### src/rtl/mem_dump_reader.sv
// mem_dump_reader: streams a block of big-endian 32-bit words read from a byte-wide memory
module mem_dump_reader #(
    parameter int ADDR_W = 32,
    parameter int CNT_W  = 8
) (
    input  logic              clock,
    input  logic              reset,
    input  logic              start,
    input  logic [ADDR_W-1:0] base_addr,
    input  logic [CNT_W-1:0]  word_count,
    output logic              busy,
    output logic              done,
    output logic              error,
    output logic              mem_rd_en,
    output logic [ADDR_W-1:0] mem_rd_addr,
    input  logic [7:0]        mem_rd_data,
    output logic              word_valid,
    input  logic              word_ready,
    output logic [31:0]       word_data,
    output logic [ADDR_W-1:0] word_addr,
    output logic              word_last
);
    typedef enum logic [2:0] {IDLE, READ, FLUSH, OUT, FIN} state_t;

    state_t            state, state_nx;
    logic [ADDR_W-1:0] addr;
    logic [CNT_W-1:0]  remaining;
    logic [1:0]        byte_idx;
    logic [23:0]       shift;
    logic              capture;
    logic              misaligned;
    logic              accept;
    logic              handshake;

    assign misaligned  = base_addr[1:0] != 2'b00;
    assign accept      = state == IDLE && start && !misaligned;
    assign handshake   = state == OUT && word_ready;
    assign busy        = state == READ || state == FLUSH || state == OUT;
    assign done        = state == FIN;
    assign mem_rd_en   = state == READ;
    assign mem_rd_addr = mem_rd_en ? addr + ADDR_W'(byte_idx) : '0;
    assign word_valid  = state == OUT;

    // next-state selection
    always_comb begin
        state_nx = state;
        case (state)
            IDLE:    if (start) state_nx = misaligned ? IDLE : (word_count == '0 ? FIN : READ);
            READ:    if (byte_idx == 2'd3) state_nx = FLUSH;
            FLUSH:   state_nx = OUT;
            OUT:     if (word_ready) state_nx = remaining == CNT_W'(1) ? FIN : READ;
            default: state_nx = IDLE;
        endcase
    end

    // state register
    always_ff @(posedge clock or negedge reset) begin
        if (!reset) state <= IDLE;
        else        state <= state_nx;
    end

    // block counters, byte assembly (data lands one cycle after its request) and output word
    always_ff @(posedge clock or negedge reset) begin
        if (!reset) begin
            addr      <= '0;
            remaining <= '0;
            byte_idx  <= '0;
            shift     <= '0;
            capture   <= 1'b0;
            error     <= 1'b0;
            word_data <= '0;
            word_addr <= '0;
            word_last <= 1'b0;
        end else begin
            error   <= state == IDLE && start && misaligned;
            capture <= mem_rd_en;
            if (capture) shift <= {shift[15:0], mem_rd_data};
            if (accept) begin
                addr      <= base_addr;
                remaining <= word_count;
                byte_idx  <= '0;
            end
            if (state == READ) byte_idx <= byte_idx + 2'd1;
            if (state == FLUSH) begin
                word_data <= {shift, mem_rd_data};
                word_addr <= addr;
                word_last <= remaining == CNT_W'(1);
            end
            if (handshake) begin
                remaining <= remaining - CNT_W'(1);
                addr      <= addr + ADDR_W'(4);
            end
        end
    end
endmodule

### config.mk
export PLATFORM = sky130hd
export DESIGN_NAME = mem_dump_reader
export DESIGN_NICKNAME = d
export VERILOG_FILES = /design/src/rtl/mem_dump_reader.sv
export SDC_FILE = /design/constraint.sdc
export NUM_CORES = 1
export LEC_CHECK = 0
export BUFFER_PORTS_ARGS = -buffer_cell sky130_fd_sc_hd__buf_2
export CAP_MARGIN = 20
export CORE_UTILIZATION = 49
export DETAILED_ROUTE_END_ITERATION = 6
export PLACE_DENSITY = 0.76
export REMOVE_ABC_BUFFERS = 1
export SYNTH_ARGS = -nofsm -noshare
export SYNTH_HDL_FRONTEND = slang
export SYNTH_SLANG_ARGS = --single-unit
export TNS_END_PERCENT = 1
### constraint.sdc
create_clock -name clock -period 2.1 [get_ports clock]
set_input_delay 0.21 -clock clock [delete_from_list [all_inputs] [get_ports clock]]
set_output_delay 0.21 -clock clock [all_outputs]
set_load 0.005 [all_outputs]
==> flow_metrics.tcl, run 1 <==
set metrics [dict create \
    worstPathRequired_ns 1.89 \
    diodes 0 \
    final_cell_mix "153 x buf_2, 127 x dfrtp_1, 88 x mux2_2" \
    worstMarginPinSlew_ns 0.6926 \
    drtAntennaViolNets 0 \
    grt_use_met2_pct 43.29 \
    setup_viol 30 \
    die_h_microns 121.4 \
    worst_path_dominant_cell_family "simple AND/OR/NAND/NOR gates" \
    drv_cap 0 \
    grtUsageMet3_pct 5.733 \
    final.setup_skew_ns 0.01114 \
    crit_buf_inv 2 \
    drive_gt1_share_pct 49.25 \
    r2r-start "addr[2]$_DFFE_PN0P_" \
    met1_usage_pct 37.16 \
    timing.fmax_mhz 398.8 \
    die_area_sq_um 14730 \
    hpwl_mm 14.26 \
    slowest_stage "or4_4" \
    violations "setup timing" \
    swShare_pct 36.02 \
    synth_cell_type_count 58 \
    yosysTopAreaCell "dfrtp_1" \
    startpoint "addr[0]$_DFFE_PN0P_" \
    gp_congestion 0.9082 \
    wl_per_cell_microns 19.32 \
    rsz0062_at_grt "yes" \
    ys_top_cells_by_area "dfrtp_1 49%, mux2_2 14%, nand2_1 2.6%, buf_2 2.2%, nand4_1 2.2%" \
    synth_warnings 0 \
    grt_pass1_wl_mm 31.19 \
    internal-power_uw 8543 \
    final_cell_area_sq_um 9321 \
    synth-seq-area-share_pct 48.74 \
    crit_fanout 5 \
    cp.arrival_ns 2.30 \
    placed_area_sq_um 8373 \
    vias 6277 \
    status "finished with violations" \
    drtIter0Drc 488 \
    gr-max-usage-layer "met2" \
    slew_headroom_pct 53.68 \
    htree_levels 4 \
    synth_edf_count 0 \
    hp-class "in -> reg" \
    core_area_sq_um 13880 \
    final_common_cell "buf_2" \
    die_width_microns 121.4 \
    min-delay-start "base_addr[27]" \
    cp_slowest_stage_delay_ns 0.47 \
    synth-seq-cells 136 \
    grt_use_total_pct 27.87 \
    cts.sinks 136 \
    worstPathCellList "ha_4 -> fa_2 -> buf_6 -> nand4_1 -> or4_4 -> a21oi_4 -> buf_2" \
    clk_pin_slew_ns 0.06 \
    netlist_area_sq_um 6983 \
    synth-main-ff-cell "dfrtp_1" \
    slew_viol_final 0 \
    p_leak_uw 0.004129 \
    clk_latency_ns 0.43 \
    routed_via_density 6.007 \
    power_density_nw_per_um2 1432 \
    ir_worst_vdd_mv 0.6640 \
    p_clk_share_pct 22.1 \
    io_buffers 153 \
    post-route-util_pct 67.15 \
    pwr-share-seq_pct 36.8 \
    end_kind "output pin" \
    ios 154 \
    grt_pass1_vias 6028 \
    start_util_pct 50.31 \
    synth_cells 641 \
    area_delta_synth_final_pct 33.49 \
    overflow 0 \
    min_period_over_period_pct 119.4 \
    cts-root-buf "clkbuf_16" \
    startpoint_type "flop" \
    hold_viol 0 \
    dr.pass1.iters 5 \
    path_class "reg -> out" \
    row_count 43 \
    wirelength_mm 20.19 \
    combPwrFrac_pct 41.1 \
    layout_min_cycle_time_ns 2.508 \
    hold_slack_ns 0.01201 \
    clk_path_buf_depth 2 \
    syn_area_per_cell_sq_um 10.89 \
    drc_errors 0 \
    nets 911 \
    synthArstFlopShare_pct 100.0 \
    grt_start_max_net_pins 67 \
    synth_top_area_share_pct 48.74 \
    worst_slack_ns -0.4078 \
    cts_tree "yes" \
    antenna_found_initial 0 \
    cts_buffers 17 \
    power.switching_uw 4809 \
]
==> path summary, 6_finish.rpt <==
kind,to,slack (ns),cells past startpoint
worst max register to register,addr[26]$_DFFE_PN0P_,0.09,6
worst min-delay path,addr[27]$_DFFE_PN0P_,0.01,3
worst min register to register,word_data[31]$_DFFE_PN0N_,0.50,1
worst max-delay path,mem_rd_addr[28],-0.41,7
min in group asynchronous,shift[3]$_DFFE_PN0P_,0.33,2
max in group asynchronous,state[1]$_DFFE_PN0P_,0.95,3
==> cells by family after synthesis <==
| group | synth area share [%] |
|---|---|
| xor gates and xnor gates | 1.380 |
| and+or+nand+nor | 17.95 |
| muxes | 15.05 |
| adders and majority gates | 1.362 |
| buffers and inverters | 4.748 |
| AOI/OAI and AO/OA | 10.77 |
| DFF | 48.74 |
==> timing repair <==
item	in CTS	in global routing
setup buffers	2	9
pin swaps	14	14
resized for setup	37	26
endpoints found under the hold margin	66	0
cloned	0	1
hold buffers	4	0
endpoints found under the setup margin	37	41
==> cell usage after synthesis, drive strengths merged, types with 5 or more instances <==
library cell  count
ha                6
nand2            49
and4              9
dfrtp           136
o21ai            15
a21oi            24
and2              8
nand3            30
mux2i             6
clkbuf           21
nor2             26
a221o             9
nor4             11
xor2              7
o211ai           12
inv               9
mux2             88
o311ai           15
nor3              9
or3              14
a21o              5
or4              19
buf              39
o31ai             9
nand4            26
==> worst min-delay path: cells and delay by family <==
family          cells  cell delay, ns
buf+inv             1            0.08
compound gates      1            0.07
simple gates        1            0.04
==> stage by stage <==
stage | instances | setup TNS (ns) | power (uW) | worst slack (ns)
6_report | 1045 | -7.818 | 13350 | -0.4078
2_1_floorplan | 581 | -262.46 | 7488 | -3.955
5_1_grt | 1045 | -10.09 | 14150 | -0.4902
3_3_place_gp | 997 | 0 | 9815 | 0.02601
4_1_cts | 1035 | -7.120 | 13170 | -0.4059
3_5_place_dp | 997 | -0.1680 | 10080 | -0.06677
==> metal layers <==
| metal | wire (microns) | vias to the layer above |
|---|---|---|
| li1 | - | 2838 |
| met1 | 8337 | 3086 |
| met2 | 9617 | 297 |
| met3 | 1537 | 56 |
| met4 | 697 | 0 |
| met5 | 0 | - |
==> power groups by stage <==
stage | Combinational [uW] | Sequential, uW | Clock, uW
after floorplan | 2530 | 4950 | 0
after global placement | 5030 | 4780 | 0
after detailed placement | 5200 | 4880 | 0
after CTS | 5320 | 4890 | 2970
after global routing | 5960 | 5100 | 3090
final | 5490 | 4910 | 2950
==> flip-flops by register name, indices dropped and copies added (netlist names) <==
| signal | cells |
|---|---|
| addr | 32 |
| byte_idx | 2 |
| capture | 1 |
| error | 1 |
| remaining | 8 |
| shift | 24 |
| state | 3 |
| word_addr | 32 |
| word_data | 32 |
| word_last | 1 |
==> area by class of cell <==
cell class              count  area (sq um)
flip-flops and latches    136          3415
well taps                 180         225.2
clock inverters            12         115.1
repair buffers            252          1619
fillers                  1061          4559
inverters                   9         33.78
multi-input cells         436          3447
clock buffers              20         466.7
Power figures use the tool's default switching activity.
==> run 2: changes to the inputs <==
GPL_TIMING_DRIVEN = 0   (was not set)
==> run 2 against run 1 <==
Compared with the run above:
- the run still ends with setup timing left
- fmax is 2.0% lower
- cell area fell by 2.7%
- total power down 0.53%
- sequential share of layout area increased by 1.3 points
- via count fell by 3.3%
- first-iteration DRC count rose by 12%
- worst setup slack worse by 0.051 ns
- core utilization decreased by 1.8 points
- combinational power fell by 12%
==> flow_metrics.tcl, run 2 (same netlist as run 1, synthesis figures left out) <==
set metrics [dict create \
    dr.pass1.iters 6 \
    drive_gt1_share_pct 48.58 \
    cp.arrival_ns 2.35 \
    drc_errors 0 \
    nets 855 \
    end_kind "output pin" \
    rr_worst_depth 4 \
    path_class "reg -> out" \
    reg_top3 "addr: 32 flops, word_addr: 32 flops, word_data: 32 flops" \
    grt_pass1_vias 5775 \
    cts-root-buf "clkbuf_16" \
    die_area_sq_um 14730 \
    die_h_microns 121.4 \
    drtIter0Drc 547 \
    antenna_found_initial 0 \
    cts.sinks 136 \
    area_delta_synth_final_pct 29.92 \
    rr_endpoint "addr[27]$_DFFE_PN0P_" \
    setup_viol 40 \
    grt_pass1_wl_mm 30.08 \
    io_buffers 153 \
    overflow 0 \
    cts_tree "yes" \
    hp-class "in -> reg" \
    start_util_pct 50.31 \
    diodes 0 \
    rsz0062_at_grt "yes" \
    vias 6067 \
    clk_latency_ns 0.42 \
    min_period_over_period_pct 121.8 \
    post-route-util_pct 65.36 \
    hold_end "addr[29]$_DFFE_PN0P_" \
    status "finished with violations" \
    drv_cap 0 \
    drtAntennaViolNets 0 \
    slew_viol_final 0 \
    violations "setup timing" \
    placed_area_sq_um 7824 \
    die_width_microns 121.4 \
    r2r-start "state[2]$_DFFE_PN0P_" \
    clk_path_buf_depth 2 \
    wl_per_cell_microns 19.41 \
    layout_min_cycle_time_ns 2.558 \
    fill_cells 1087 \
    ir_worst_vdd_mv 0.6631 \
    worstPathRequired_ns 1.89 \
    final_common_cell "buf_2" \
    crit_fanout 11 \
    htree_levels 4 \
    cts_buffers 17 \
    final_cell_area_sq_um 9072 \
    gp_congestion 0.8920 \
    worst_slack_ns -0.4584 \
    slew_headroom_pct 35.67 \
    power_density_nw_per_um2 1464 \
    clk_pin_slew_ns 0.06 \
    reg2reg_slack_ns -0.25 \
    worstMarginPinSlew_ns 0.9650 \
    row_count 43 \
    min-delay-start "base_addr[29]" \
    core_area_sq_um 13880 \
    hold_viol 0 \
    final.setup_skew_ns 0.005277 \
    timing.fmax_mhz 390.9 \
    final_cell_mix "152 x buf_2, 107 x dfrtp_1, 76 x mux2_2" \
    hold_depth 3 \
    p_leak_uw 0.003874 \
    hpwl_mm 12.82 \
    startpoint_type "flop" \
    routed_via_density 6.134 \
    wirelength_mm 19.19 \
    grt_start_max_net_pins 102 \
    ios 154 \
    grt_use_total_pct 26.89 \
]
[run 2: cell count changes in the layout (fill, tap and decap cells not counted), sizes merged]
cell | before | now
dlygate4sd3 | 4 | 5
bufinv | 1 | 3
or3b | 1 | 2
clkinv | 5 | 2
clkinvlp | 3 | 5
inv | 12 | 9
clkbuf | 20 | 22
buf | 248 | 190
[run 2: what timing repair did]
item,in CTS,in global routing
pin swaps,14,9
hold endpoints to repair,39,0
buffers inserted,24,3
gates resized for setup,75,35
gates cloned,1,0
setup endpoints to repair,97,70
hold buffers,5,0
[run 2: final cells by class]
type	instances	area [sq um]	area share, %
Multi-Input combinational cell	437	3562	39.26
Sequential cell	136	3440	37.91
Timing Repair Buffer	195	1191	13.13
Clock buffer	22	474.2	5.227
Tap cell	180	225.2	2.482
Clock inverter	10	142.6	1.572
Inverter	9	37.54	0.4137
[run 2: worst max-delay path, stage by stage, from the launching register on]
cell     delay (ns)
dfrtp_2        0.45
and4_4         0.32
nand4_4        0.21
or4_1          0.55
a21oi_1        0.24
buf_2          0.16
[run 2: worst max path at each step]
stage                                        from                  endpoint  slack [ns]  cells after the start
after global routing          addr[1]$_DFFE_PN0P_           mem_rd_addr[25]       -0.54                      6
after CTS                 byte_idx[0]$_DFFE_PN0P_           mem_rd_addr[28]       -0.43                      7
after global placement       state[1]$_DFFE_PN0P_  word_data[2]$_DFFE_PN0N_       -6.48                      2
after detailed placement     state[2]$_DFFE_PN0P_      addr[27]$_DFFE_PN0P_       -0.90                      4
after floorplan              state[0]$_DFFE_PN0P_  word_addr[0]$_DFFE_PN0N_       -3.96                      2
final                         addr[7]$_DFFE_PN0P_           mem_rd_addr[21]       -0.46                      5
[run 2: metal layers]
metal / vias up / routed length [microns] / global-route usage [%]
met5: - / 45 / 2.574
met4: 2 / 687 / 13.50
met3: 61 / 1388 / 5.874
met2: 292 / 9225 / 41.80
met1: 2994 / 7847 / 35.08
li1: 2718 / - / -
[run 2: metrics by stage]
step                      instances  TNS (ns)  setup WS, ns  total power (uW)  hold slack (ns)
after floorplan                 581   -262.46        -3.955              7488         -0.08559
after global placement          914   -578.30        -6.476              8901           0.4192
after detailed placement        924    -25.52       -0.9034              9495           0.1279
after CTS                       986    -8.980       -0.4314             13050         0.004793
after global routing            989    -13.67       -0.5369             14090         0.004524
final                           989    -9.049       -0.4584             13280          0.01192
[run 2: report_power, final]
| part | internal (uW) | switching, uW |
|---|---|---|
| Clock | 1960 | 1140 |
| Combinational | 2670 | 2180 |
| Sequential | 3930 | 1410 |
==> run 3: changes to the inputs <==
SKIP_LAST_GASP = 1   (was not set)
==> run 3 against run 2 <==
Compared with the run above:
- the flow still finishes with violations (setup timing)
- combinational power is 5.6% lower
- fmax is 0.41% lower
- largest power group unchanged
- clock power hardly changed
==> flow_metrics.tcl, run 3 (same netlist as run 1, synthesis figures left out) <==
set metrics [dict create \
    cts.sinks 136 \
    gr-max-usage-layer "met2" \
    dp_slack_ns -0.9034 \
    hold_viol 0 \
    rsz0062_at_grt "yes" \
    antenna_found_initial 0 \
    slew_viol_final 0 \
    die_h_microns 121.4 \
    cp.arrival_ns 2.36 \
    cts-root-buf "clkbuf_16" \
    p_clk_share_pct 23.9 \
    core_area_sq_um 13880 \
    setup_viol 90 \
    power.switching_uw 4588 \
    dr.pass1.iters 5 \
    cts_tree "yes" \
    pwr-share-seq_pct 40.8 \
    path_class "reg -> out" \
    ios 154 \
    clk_pin_slew_ns 0.06 \
    hp-class "in -> reg" \
    start_util_pct 50.31 \
    grt_use_total_pct 26.71 \
    die_width_microns 121.4 \
    min_period_over_period_pct 122.3 \
    worstPathRequired_ns 1.89 \
    grt_use_met2_pct 41.34 \
    layout_min_cycle_time_ns 2.569 \
    diodes 0 \
    p_leak_uw 0.003827 \
    hpwl_mm 12.82 \
    power_density_nw_per_um2 1459 \
    swShare_pct 35.41 \
    nets 855 \
    startpoint_type "flop" \
    final_common_cell "buf_2" \
    placed_area_sq_um 7824 \
    gp_congestion 0.8920 \
    combPwrFrac_pct 35.3 \
    area_delta_synth_final_pct 27.18 \
    htree_levels 4 \
    drtAntennaViolNets 0 \
    drv_cap 0 \
    drtIter0Drc 476 \
    grt_start_max_net_pins 102 \
    die_area_sq_um 14730 \
    overflow 0 \
    clk_path_buf_depth 2 \
    drc_errors 0 \
    met1_usage_pct 35.26 \
    wl_per_cell_microns 19.15 \
    status "finished with violations" \
    io_buffers 153 \
    timing.fmax_mhz 389.2 \
    reg_top3 "addr: 32 flops, word_addr: 32 flops, word_data: 32 flops" \
    final.setup_skew_ns 0.006410 \
    row_count 43 \
    routed_via_density 6.071 \
    vias 6004 \
    final_cell_area_sq_um 8881 \
    cts_buffers 17 \
    violations "setup timing" \
    end_kind "output pin" \
    worst_slack_ns -0.4691 \
    drive_gt1_share_pct 45.61 \
    wirelength_mm 18.94 \
    crit_fanout 5 \
    worstMarginPinSlew_ns 0.9754 \
    internal-power_uw 8369 \
    ir_worst_vdd_mv 0.6614 \
    clk_latency_ns 0.42 \
    grtUsageMet3_pct 6.297 \
    final_cell_mix "152 x buf_2, 114 x dfrtp_1, 88 x mux2_2" \
    grt_pass1_wl_mm 29.83 \
    slew_headroom_pct 34.97 \
    grt_pass1_vias 5683 \
]
[run 3: changes by cell type in the layout (fill, tap and decap cells not counted), sizes merged]
| cell | before | now |
|---|---|---|
| inv | 9 | 10 |
| clkinvlp | 5 | 4 |
[run 3: worst paths after layout]
| kind | slack [ns] | depth (start not counted) | end | from |
|---|---|---|---|---|
| worst max-delay path | -0.47 | 6 | mem_rd_addr[25] | byte_idx[1]$_DFFE_PN0P_ |
| worst min-delay path | 0.009 | 3 | addr[29]$_DFFE_PN0P_ | base_addr[29] |
| worst max register to register | -0.34 | 6 | word_data[0]$_DFFE_PN0N_ | state[1]$_DFFE_PN0P_ |
| worst min register to register | 0.50 | 1 | word_data[6]$_DFFE_PN0N_ | word_data[6]$_DFFE_PN0N_ |
| max in group asynchronous | 0.98 | 3 | addr[3]$_DFFE_PN0P_ | reset |
| min in group asynchronous | 0.26 | 2 | word_data[23]$_DFFE_PN0N_ | reset |
[run 3: power by group through the flow]
| stage | clock, uW | combinational (uW) | sequential (uW) |
|---|---|---|---|
| floorplan | 0 | 2530 | 4950 |
| global route | 3260 | 5010 | 5480 |
| detailed placement | 0 | 4230 | 5260 |
| CTS | 3130 | 4590 | 5230 |
| global placement | 0 | 3790 | 5120 |
| finish | 3100 | 4580 | 5280 |
[run 3: repair_timing]
| action | in CTS | in global routing |
|---|---|---|
| setup buffers | 24 | 3 |
| hold buffers | 5 | 0 |
| cloned | 1 | 0 |
| endpoints found under the setup margin | 97 | 114 |
| hold endpoints to repair | 39 | 0 |
| gates resized for setup | 55 | 5 |
| pin swaps | 13 | 0 |
[run 3: worst max-delay path, stage by stage, from the launching register on]
cell     delay [ns]
dfrtp_2        0.43
ha_4           0.30
a21oi_4        0.07
or3_4          0.40
or4_4          0.46
a21oi_4        0.15
buf_2          0.14
[run 3: layer usage]
metal	vias up	wire length, microns
li1	2721	-
met1	2968	7861
met2	265	9122
met3	50	1329
met4	0	624
met5	-	0
[run 3: per-stage QoR]
stage               setup TNS [ns]  utilization, %  power, uW  hold WS, ns  instances
finish                      -19.39           63.98      12960     0.009397        989
global route                -27.96           63.98      13760     0.002557        989
CTS                         -19.05           63.71      12960     0.004793        986
detailed placement          -25.52           56.36       9495       0.1279        924
global placement           -578.30           55.30       8901       0.4192        914
floorplan                  -262.46               -       7488     -0.08559        581
[run 3: area by class of cell]
class	count	area (sq um)
well taps	180	225.2
clock inverters	10	142.6
multi-input cells	437	3410
repair buffers	195	1165
inverters	9	33.78
clock buffers	22	474.2
fillers	1125	5000
flip-flops and latches	136	3431
